### config.mk
export PLATFORM = sky130hd
export DESIGN_NAME = dmem_access_unit
export DESIGN_NICKNAME = d
export VERILOG_FILES = /design/src/rtl/dmem_access_unit_pkg.sv /design/src/rtl/dmem_timeout_counter.sv /design/src/rtl/dmem_access_unit.sv
export SDC_FILE = /design/constraint.sdc
export NUM_CORES = 1
export LEC_CHECK = 0
export ABC_AREA = 1
export BUFFER_PORTS_ARGS = -buffer_cell sky130_fd_sc_hd__buf_4
export CAP_MARGIN = 10
export CELL_PAD_IN_SITES_DETAIL_PLACEMENT = 2
export CELL_PAD_IN_SITES_GLOBAL_PLACEMENT = 2
export CORE_ASPECT_RATIO = 0.5
export CORE_UTILIZATION = 23
export CTS_BUF_LIST = sky130_fd_sc_hd__clkbuf_8
export CTS_CLUSTER_DIAMETER = 30
export DETAILED_ROUTE_END_ITERATION = 10
export PLACE_DENSITY_LB_ADDON = 0.1
export SYNTH_ARGS = -nofsm -noshare
export SYNTH_HDL_FRONTEND = slang
export SYNTH_SLANG_ARGS = --single-unit
### constraint.sdc
create_clock -name clk -period 2 [get_ports clk]
set_clock_uncertainty 0.2 [all_clocks]
set_input_delay 0 -clock clk [delete_from_list [all_inputs] [get_ports clk]]
set_output_delay 0 -clock clk [all_outputs]
set_load 0.02 [all_outputs]
### src/rtl/dmem_access_unit_pkg.sv
// rtl/dmem_access_unit_pkg.sv - shared FSM encodings and default constants for the data-memory access unit
package dmem_access_unit_pkg;

    localparam int DEF_ADDR_WIDTH     = 32;
    localparam int DEF_DATA_WIDTH     = 32;
    localparam int DEF_TIMEOUT_CYCLES = 255;

    typedef enum logic [1:0] {
        ST_IDLE     = 2'd0,
        ST_REQ      = 2'd1,
        ST_WAIT_RSP = 2'd2,
        ST_DONE     = 2'd3
    } dmem_state_e;

endpackage

### src/rtl/dmem_timeout_counter.sv
// rtl/dmem_timeout_counter.sv - watchdog counting cycles spent in an outstanding bus access
module dmem_timeout_counter #(
    parameter int LIMIT = 255
) (
    input  logic clk,
    input  logic rst_n,
    input  logic clear_i,
    input  logic active_i,
    output logic expired_o
);

    localparam int CNT_W = (LIMIT > 1) ? $clog2(LIMIT) : 1;

    logic [CNT_W-1:0] cnt_q;
    logic [CNT_W-1:0] cnt_d;

    assign expired_o = active_i && (cnt_q == CNT_W'(LIMIT - 1));

    // Restart on access entry, then count every outstanding cycle; hold once expired.
    always_comb begin
        cnt_d = cnt_q;
        if (clear_i) begin
            cnt_d = '0;
        end else if (active_i && !expired_o) begin
            cnt_d = cnt_q + 1'b1;
        end
    end

    // Counter register.
    always_ff @(posedge clk) begin
        if (!rst_n) begin
            cnt_q <= '0;
        end else begin
            cnt_q <= cnt_d;
        end
    end

endmodule

### src/rtl/dmem_access_unit.sv
// rtl/dmem_access_unit.sv - MEM-stage load/store bridge to a valid/ready data bus; optional watchdog under DMEM_TIMEOUT_EN
module dmem_access_unit
    import dmem_access_unit_pkg::*;
#(
    parameter int ADDR_WIDTH     = DEF_ADDR_WIDTH,
    parameter int DATA_WIDTH     = DEF_DATA_WIDTH,
    parameter int TIMEOUT_CYCLES = DEF_TIMEOUT_CYCLES
) (
    input  logic                    clk,
    input  logic                    rst_n,
    input  logic                    mem_read_MEM,
    input  logic                    mem_write_MEM,
    input  logic [ADDR_WIDTH-1:0]   addr_MEM,
    input  logic [DATA_WIDTH-1:0]   wdata_MEM,
    input  logic [DATA_WIDTH/8-1:0] byte_en_MEM,
    output logic                    data_mem_hazard,
    output logic [DATA_WIDTH-1:0]   rdata_MEM,
    output logic                    req_valid,
    input  logic                    req_ready,
    output logic                    req_we,
    output logic [ADDR_WIDTH-1:0]   req_addr,
    output logic [DATA_WIDTH-1:0]   req_wdata,
    output logic [DATA_WIDTH/8-1:0] req_be,
    input  logic                    rsp_valid,
    input  logic [DATA_WIDTH-1:0]   rsp_rdata,
    output logic                    dmem_err
);

    localparam int BE_W = DATA_WIDTH / 8;

    dmem_state_e state_q;
    dmem_state_e state_d;

    logic                  req_we_q;
    logic [ADDR_WIDTH-1:0] req_addr_q;
    logic [DATA_WIDTH-1:0] req_wdata_q;
    logic [BE_W-1:0]       req_be_q;
    logic [DATA_WIDTH-1:0] rdata_q;
    logic                  err_q;

    logic access_req;
    logic start_access;
    logic timeout_expired;
    logic timeout_hit;

    assign access_req   = mem_read_MEM | mem_write_MEM;
    assign start_access = (state_q == ST_IDLE) && access_req;

`ifdef DMEM_TIMEOUT_EN
    logic in_access;
    assign in_access = (state_q == ST_REQ) || (state_q == ST_WAIT_RSP);

    dmem_timeout_counter #(
        .LIMIT(TIMEOUT_CYCLES)
    ) u_timeout (
        .clk      (clk),
        .rst_n    (rst_n),
        .clear_i  (start_access),
        .active_i (in_access),
        .expired_o(timeout_expired)
    );
`else
    logic unused_timeout_cfg;
    assign unused_timeout_cfg = ^TIMEOUT_CYCLES;
    assign timeout_expired    = 1'b0;
`endif

    // A normal handshake in the same cycle wins over the watchdog.
    assign timeout_hit = timeout_expired &&
                         (((state_q == ST_REQ) && !req_ready) ||
                          ((state_q == ST_WAIT_RSP) && !rsp_valid));

    // State register.
    always_ff @(posedge clk) begin
        if (!rst_n) begin
            state_q <= ST_IDLE;
        end else begin
            state_q <= state_d;
        end
    end

    // Next-state logic: DONE always returns to IDLE so a held request is not re-issued.
    always_comb begin
        state_d = state_q;
        case (state_q)
            ST_IDLE:     if (access_req) state_d = ST_REQ;
            ST_REQ:      if (req_ready) state_d = ST_WAIT_RSP;
                         else if (timeout_hit) state_d = ST_DONE;
            ST_WAIT_RSP: if (rsp_valid || timeout_hit) state_d = ST_DONE;
            ST_DONE:     state_d = ST_IDLE;
            default:     state_d = ST_IDLE;
        endcase
    end

    // Outputs decoded from state; in IDLE the stall is raised combinationally by the request.
    always_comb begin
        req_valid       = 1'b0;
        data_mem_hazard = 1'b0;
        case (state_q)
            ST_IDLE:     data_mem_hazard = access_req;
            ST_REQ: begin
                req_valid       = 1'b1;
                data_mem_hazard = 1'b1;
            end
            ST_WAIT_RSP: data_mem_hazard = 1'b1;
            default: begin
                req_valid       = 1'b0;
                data_mem_hazard = 1'b0;
            end
        endcase
    end

    // Latch the request fields at access start; capture read data or the timeout zero.
    always_ff @(posedge clk) begin
        if (!rst_n) begin
            req_we_q    <= 1'b0;
            req_addr_q  <= '0;
            req_wdata_q <= '0;
            req_be_q    <= '0;
            rdata_q     <= '0;
            err_q       <= 1'b0;
        end else begin
            if (start_access) begin
                req_we_q    <= mem_write_MEM;
                req_addr_q  <= addr_MEM;
                req_wdata_q <= wdata_MEM;
                req_be_q    <= byte_en_MEM;
            end
            if ((state_q == ST_WAIT_RSP) && rsp_valid && !req_we_q) begin
                rdata_q <= rsp_rdata;
            end else if (timeout_hit && !req_we_q) begin
                rdata_q <= '0;
            end
            err_q <= timeout_hit;
        end
    end

    assign req_we    = req_we_q;
    assign req_addr  = req_addr_q;
    assign req_wdata = req_wdata_q;
    assign req_be    = req_be_q;
    assign rdata_MEM = rdata_q;
    assign dmem_err  = err_q;

endmodule
Yosys cells after proc, flatten, opt, wreduce, memory -nomap -nowiden. Index checks and enable logic that the tools add are counted.

Add/sub/neg operators: 0. $mul: 0. Div/mod/pow operators: 0. $lt $le $gt $ge: 0. Equal/unequal tests: 6. Shift operators: 0. Muxes and demuxes: 6. Bitwise logic cells: 1. Reductions and logical operators: 7.

Operators with widths (number): one-hot mux 2 bit (4 select lines) (1); two-way mux 2 bit (3); inequality test 2 bit, second input constant (3); equality test 2 bit, second input constant (2); logical AND 1 bit (3); AND reduction 3 bit (1); equality test 2 x 1 -> 1 bit, second input constant (1); logical NOT 2 bit (1); one-hot mux 1 bit (2 select lines) (1); OR reduction 2 bit (1); logical NOT 1 bit (1); two-way mux 1 bit (1); bitwise OR 1 bit (1).

Register bits after elaboration: 103. Bits in latches: 0. RAM bits: 0. ROM bits: 0. Output and inout bits: 104. Memories: 0.

Longest topological paths before layout. Gate-level depths: netlist of the first run.

Depth in word-level cells: 3. Gate-level depth with buffers: 8. Depth with buffers taken out: 7.

Worst setup path after synthesis of the first run. No wires, ideal clock.

Kind: register -> register. Start: reg state_q[0]. End: reg req_addr_q[10], in the netlist req_addr[10]. Library setup time: 116 ps. Data arrival time: 1219 ps. Data required time: 1684 ps. Slack: 465 ps. Cell stages (with the launch flop): 9. Period minus slack after synthesis: 1535 ps. Path through: dfxtp_1 -> inv_1 -> ha_1 -> nand2_4 -> clkinv_2 -> buf_6 -> buf_6 -> nor2_1 -> nor2_1.

Word-level cells in the longest chain between the ends: 2.

Ends and longest elaborated chain: from (decl) (RTL line dmem_access_unit.sv:31) `dmem_state_e state_q;`; from (signal assigned) (RTL line dmem_access_unit.sv:78) `state_q <= state_d;`; logical NOT 2 bit (RTL line dmem_access_unit.sv:47) `assign start_access = (state_q == ST_IDLE) && access_req;`; logical AND 1 bit (RTL line dmem_access_unit.sv:47); to (signal assigned) (RTL line dmem_access_unit.sv:125) `req_addr_q <= addr_MEM;`; to (decl) (RTL line dmem_access_unit.sv:35) `logic [ADDR_WIDTH-1:0] req_addr_q;`.

No other way between the ends. A chain may end at the register's enable or synchronous reset.

Final worst setup path of the first run.
Start: reg state_q[0]. End: reg state_q[1].

RTL lines: equality test 2 bit, or another cell as far along (RTL line dmem_access_unit.sv:85) `case (state_q)`; one-hot mux 2 bit (4 select lines) * (RTL line dmem_access_unit.sv:85); via state_d[1] (RTL line dmem_access_unit.sv:32) `dmem_state_e state_d;`.

Mark *: on every way through the listed nets, which the timed path passes. The rest lies on a longest branch.

==> reports/qor.yml, run 1 <==
cts_sinks: 103
required_ns: 2.07
fp.dieH_microns: 91.72
crit_chain: "inv_1 -> ha_1 -> inv_1 -> nand4_1 -> dlygate4sd3_1 -> nand2_1 -> nor2_1"
final_nets: 890
crit_cells: 7
crit_family: "buffers and inverters"
grt_max_degree: 50
post_drt_wl_per_cell_microns: 15.51
dp_slack_ns: 0.1316
ant_nets: 0
maxCapViolCount: 0
p_leak_uw: 0.003144
cts_buffer_depth: 2
clk_pin_slew_worst_paths_ns: 0.10
critPathBufInv: 3
p_total_uw: 8756
syn_avg_cell_area_sq_um: 7.844
synth_area_sq_um: 3702
finalSetupTns_ns: 0
layout-drive-gt1-share: 0.3236
fill_cells: 1772
io_pins: 210
power-per-cell-area_nw_per_um2: 1293
yosysMostFrequentCell: "nor2_1"
synth-seq-cells: 103
period_share: 0.9275
synth-edff-count: 0
synth_warnings: 0
grt_pass1_vias: 4733
syn_to_final_growth_pct: 82.97
whs_path_depth: 4
hpwlAfterDp_microns: 9564
slowest_stage: "dlygate4sd3_1"
fin_crit_ns: 1.855
cts_tree: "yes"
syn-instance-count: 472
syn_nets: 582
ir_worst_vdd_uv: 398.0
regArea_sq_um: 2064
cp_max_fo: 4
vias: 4295
setup_viol: 0
wl_microns: 15360
die_area_sq_um: 16640
hold_viol_final: 0
port_buffers: 208
synthFlopType: "dfxtp_1"
grt_util_all_layers: 0.1895
overflow: 0
ys_seq_area_frac: 0.5569
avgViaCountPerCell: 4.338
multi_input_area_sq_um: 1426
drc_errors: 0
ys_types: 21
drt_iter0_drc: 108
die_x_microns: 181.4
antenna_found_initial: 1
critPathMaxStageDelay_ns: 0.57
ys_top_cells_by_area: "dfxtp_1, nor2_1, o21ai_0"
drv_slew: 0
root_buffer: "clkbuf_8"
clk_latency_ns: 0.37
synth_common_cells: "nor2_1, dfxtp_1, o21ai_0, clkbuf_1, nor2_2"
endpoint_kind: "register"
path_class: "register to register"
hold_class: "input pin to register"
synth_top_area_share: 0.5569
setup_slack_ns: 0.1450
start_util: 0.2377
htreeDepth: 3
synthArstFlopShare: 0
core_sq_um: 15570
outcome: "completed"
start_kind: "register"
gp_congestion: 0.6857
grt_pass1_wl_microns: 24380
grt_setup_unrepaired: "no"
cts_made_buffers: 9
num_rows: 32
firstDrtPassIters: 4
fmax_mhz: 539.1
cp.arrival_ns: 1.93
crit_top_cell: "inv_1"
reg2regPathDepth: 7
yosys.area.top_type: "dfxtp_1"
==> layout by cell type, fill, tap and decap left out, types with 3 or more instances in the layout <==
| cell | instances |
|---|---|
| nor2_1 | 197 |
| ha_1 | 4 |
| o21ai_0 | 101 |
| nor2_2 | 10 |
| dlygate4sd3_1 | 107 |
| clkinv_2 | 3 |
| buf_4 | 218 |
| inv_1 | 9 |
| nand2_1 | 7 |
| clkbuf_8 | 12 |
| dfxtp_1 | 101 |
==> worst min-delay path, stage by stage <==
cell and delay, ns:
dlygate4sd3_1 0.52, buf_4 0.09, o21ai_0 0.07, nor2_1 0.07
==> per-stage QoR <==
stage | instances | hold slack [ns] | utilization | area, sq um
floorplan | 472 | -0.03419 | - | 3702
global placement | 864 | 0.04840 | 0.3507 | 5463
detailed placement | 864 | 0.06017 | 0.3507 | 5463
CTS | 989 | 0.1873 | 0.4344 | 6765
global route | 990 | 0.2095 | 0.4349 | 6774
finish | 990 | 0.2204 | 0.4349 | 6774
==> power by group <==
| part | switching (uW) | internal, uW | leakage, uW |
|---|---|---|---|
| clock network | 742 | 675 | 0.000114 |
| logic | 2540 | 1750 | 0.00218 |
| registers | 357 | 2690 | 0.000851 |
==> state kept, by name, indices dropped and copies added, names as in the netlist <==
signal	count
rdata_MEM	32
req_wdata	32
req_be	4
req_addr	32
state_q	2
req_we	1
==> area by class of cell <==
type | instances | area share
sequential | 103 | 0.3048
multi-input combinational | 326 | 0.2106
antenna | 1 | 0.0003694
timing repair buffer | 329 | 0.4095
clock buffer | 12 | 0.02438
tap | 204 | 0.03768
inverter | 11 | 0.006280
clock inverter | 4 | 0.006465
==> path summary, 6_finish.rpt <==
path	slack [ns]	end	startpoint
setup / recovery	0.14	state_q[1]$_SDFFE_PN0P_	state_q[0]$_SDFFE_PN0P_
hold / removal	0.22	req_wdata[19]$_SDFFE_PN0P_	wdata_MEM[19]
setup reg to reg	0.14	state_q[1]$_SDFFE_PN0P_	state_q[0]$_SDFFE_PN0P_
hold reg to reg	0.29	req_be[0]$_SDFFE_PN0P_	req_be[0]$_SDFFE_PN0P_
==> routing by layer <==
metal  routed length, microns  GRT usage
met2                     8070     0.3590
met3                     1036    0.07307
met5                        0          0
met4                      167    0.04237
met1                     6081     0.1978
==> logic make-up after synthesis <==
group | Yosys count | synth area share
and+or+nand+nor | 218 | 0.2315
AOI/OAI and AO/OA | 103 | 0.1392
DFF | 103 | 0.5569
buffers and inverters | 43 | 0.05779
adders and majority gates | 4 | 0.01352
other | 1 | 0.001013
==> timing repair <==
item,CTS,global route
endpoints found under the hold margin,103,0
buffers inserted,2,0
hold buffers,107,0
resized for setup,2,3
pin swaps,1,0
endpoints found under the setup margin,1,28
Power figures use the tool's default switching activity.
==> run 2, diff against run 1 <==
==> constraint.sdc (replaced) <==
create_clock -name clk -period 2 [get_ports clk]
set_clock_uncertainty 0.2 [all_clocks]
set_input_delay 0 -clock clk [delete_from_list [all_inputs] [get_ports clk]]
set_output_delay 0 -clock clk [all_outputs]
set_load 0.01 [all_outputs]
==> reports/qor.yml, run 2 (synthesis gave the netlist of run 1 again) <==
path_class: "register to register"
die_x_microns: 181.4  # unchanged
r2r_start: "state_q[0]$_SDFFE_PN0P_"
regArea_sq_um: 2064  # unchanged
clk_latency_ns: 0.37  # about the same
hpwlAfterDp_microns: 9564  # unchanged
worstReg2RegEnd: "state_q[1]$_SDFFE_PN0P_"
period_share: 0.9276  # about the same
die_area_sq_um: 16640  # unchanged
root_buffer: "clkbuf_8"
fill_cells: 1771  # -0.056%
cp-startpoint: "state_q[0]$_SDFFE_PN0P_"
hold_viol_final: 0  # unchanged
syn_to_final_growth_pct: 82.87  # about the same
grt_max_degree: 50  # unchanged
reg2regPathDepth: 7  # unchanged
io_pins: 210  # unchanged
crit_family: "buffers and inverters"
finalSetupTns_ns: 0  # unchanged
start_util: 0.2377  # unchanged
post_drt_wl_per_cell_microns: 15.49  # -0.15%
crit_cells: 7  # unchanged
vias: 4293  # -0.047%
critPathMaxStageDelay_ns: 0.57  # about the same
crit_chain: "inv_1 -> ha_1 -> inv_1 -> nand4_1 -> dlygate4sd3_1 -> nand2_1 -> nor2_1"
grt_util_all_layers: 0.1892  # -0.0002617
p_leak_uw: 0.003143  # about the same
ant_nets: 0  # unchanged
cts_buffer_depth: 2  # unchanged
maxCapViolCount: 0  # unchanged
fin_crit_ns: 1.855  # +0.00008600 ns
layout-drive-gt1-share: 0.3236  # unchanged
fp.dieH_microns: 91.72  # unchanged
cts_sinks: 103  # unchanged
clk_pin_slew_worst_paths_ns: 0.10  # about the same
avgViaCountPerCell: 4.336  # about the same
core_sq_um: 15570  # unchanged
gp_congestion: 0.6857  # unchanged
final_common_cell: "buf_4"
endpoint_kind: "register"
rrSetupSlack_ns: 0.14  # about the same
outcome: "completed"
grt_pass1_wl_microns: 24350  # -0.14%
ir_worst_vdd_uv: 386.4  # -2.9%
cp_max_fo: 4  # unchanged
required_ns: 2.07  # about the same
setup.worst_path.end: "state_q[1]$_SDFFE_PN0P_"
multi_input_area_sq_um: 1426  # unchanged
drv_slew: 0  # unchanged
crit_top_cell: "inv_1"
worstHoldStart: "wdata_MEM[19]"
power-per-cell-area_nw_per_um2: 1218  # -5.8%
slowest_stage: "dlygate4sd3_1"
num_rows: 32  # unchanged
wl_microns: 15330  # -0.15%
cts_tree: "yes"
fmax_mhz: 539.1  # about the same
cts_made_buffers: 9  # unchanged
overflow: 0  # unchanged
hold_class: "input pin to register"
grt_pass1_vias: 4733  # unchanged
final_nets: 890  # unchanged
htreeDepth: 3  # unchanged
relSlewSlack: 0.6610
start_kind: "register"
drc_errors: 0  # unchanged
port_buffers: 208  # unchanged
drt_iter0_drc: 111  # +2.8%
cp.arrival_ns: 1.93  # about the same
fin_util: 0.4347  # about the same
final_cell_mix: "buf_4, nor2_1, dlygate4sd3_1"
grt_setup_unrepaired: "no"
critPathBufInv: 3  # unchanged
timing.hold.ws_ns: 0.2215  # +0.001153 ns
tightest_slew_ns: 0.5085
p_total_uw: 8245  # -5.8%
antenna_found_initial: 1  # unchanged
setup_viol: 0  # unchanged
firstDrtPassIters: 4  # unchanged
## run 2: cell type report
cell class / instances / share of cell area
inverter: 11 / 0.006283
clock buffer: 12 / 0.02439
timing repair buffer: 329 / 0.4092
clock inverter: 4 / 0.006468
multi-input combinational: 326 / 0.2107
tap: 204 / 0.03770
sequential: 103 / 0.3049
antenna: 1 / 0.0003696
## run 2: worst min-delay path by stage
stage	endpoint	slack, ns	depth (start not counted)
after floorplan	rdata_MEM[0]$_SDFFE_PN0P_	-0.03	2
after global placement	rdata_MEM[9]$_SDFFE_PN0P_	0.05	3
after detailed placement	rdata_MEM[5]$_SDFFE_PN0P_	0.06	3
after CTS	rdata_MEM[1]$_SDFFE_PN0P_	0.19	4
after global routing	req_addr[20]$_SDFFE_PN0P_	0.21	4
final	req_wdata[19]$_SDFFE_PN0P_	0.22	4
## run 2: per-stage QoR
stage / worst slack, ns / instance area [sq um] / std cells
6_report: 0.1449 / 6770 / 990
5_1_grt: 0.02515 / 6770 / 990
4_1_cts: 0.07926 / 6765 / 989
3_5_place_dp: 0.1316 / 5463 / 864
3_3_place_gp: 0.2074 / 5463 / 864
2_1_floorplan: 0.4653 / 3702 / 472
## run 2: worst min-delay path, stage by stage
cell and delay, ns:
dlygate4sd3_1 0.52, buf_4 0.09, o21ai_0 0.07, nor2_1 0.07
## run 2: routing by layer
metal  routed length, microns  track usage  vias to the layer above  part of all wire
li1                         -            -                     2106                 -
met1                     6040       0.1974                     2050              0.39
met2                     8078       0.3587                      123              0.53
met3                     1045      0.07307                       14             0.068
met4                      167      0.04237                        0             0.011
met5                        0            0                        -                 0
## run 2: repair_timing
| action | in CTS | in global routing |
|---|---|---|
| pin swaps | 1 | 0 |
| hold buffers | 107 | 0 |
| setup endpoints to repair | 1 | 2 |
| hold endpoints to repair | 103 | 0 |
| gates resized for setup | 2 | 2 |
| setup buffers | 2 | 0 |
## run 2: where the power goes
part / internal [uW] / switching (uW)
Clock: 675 / 742
Sequential: 2690 / 357
Combinational: 1720 / 2060
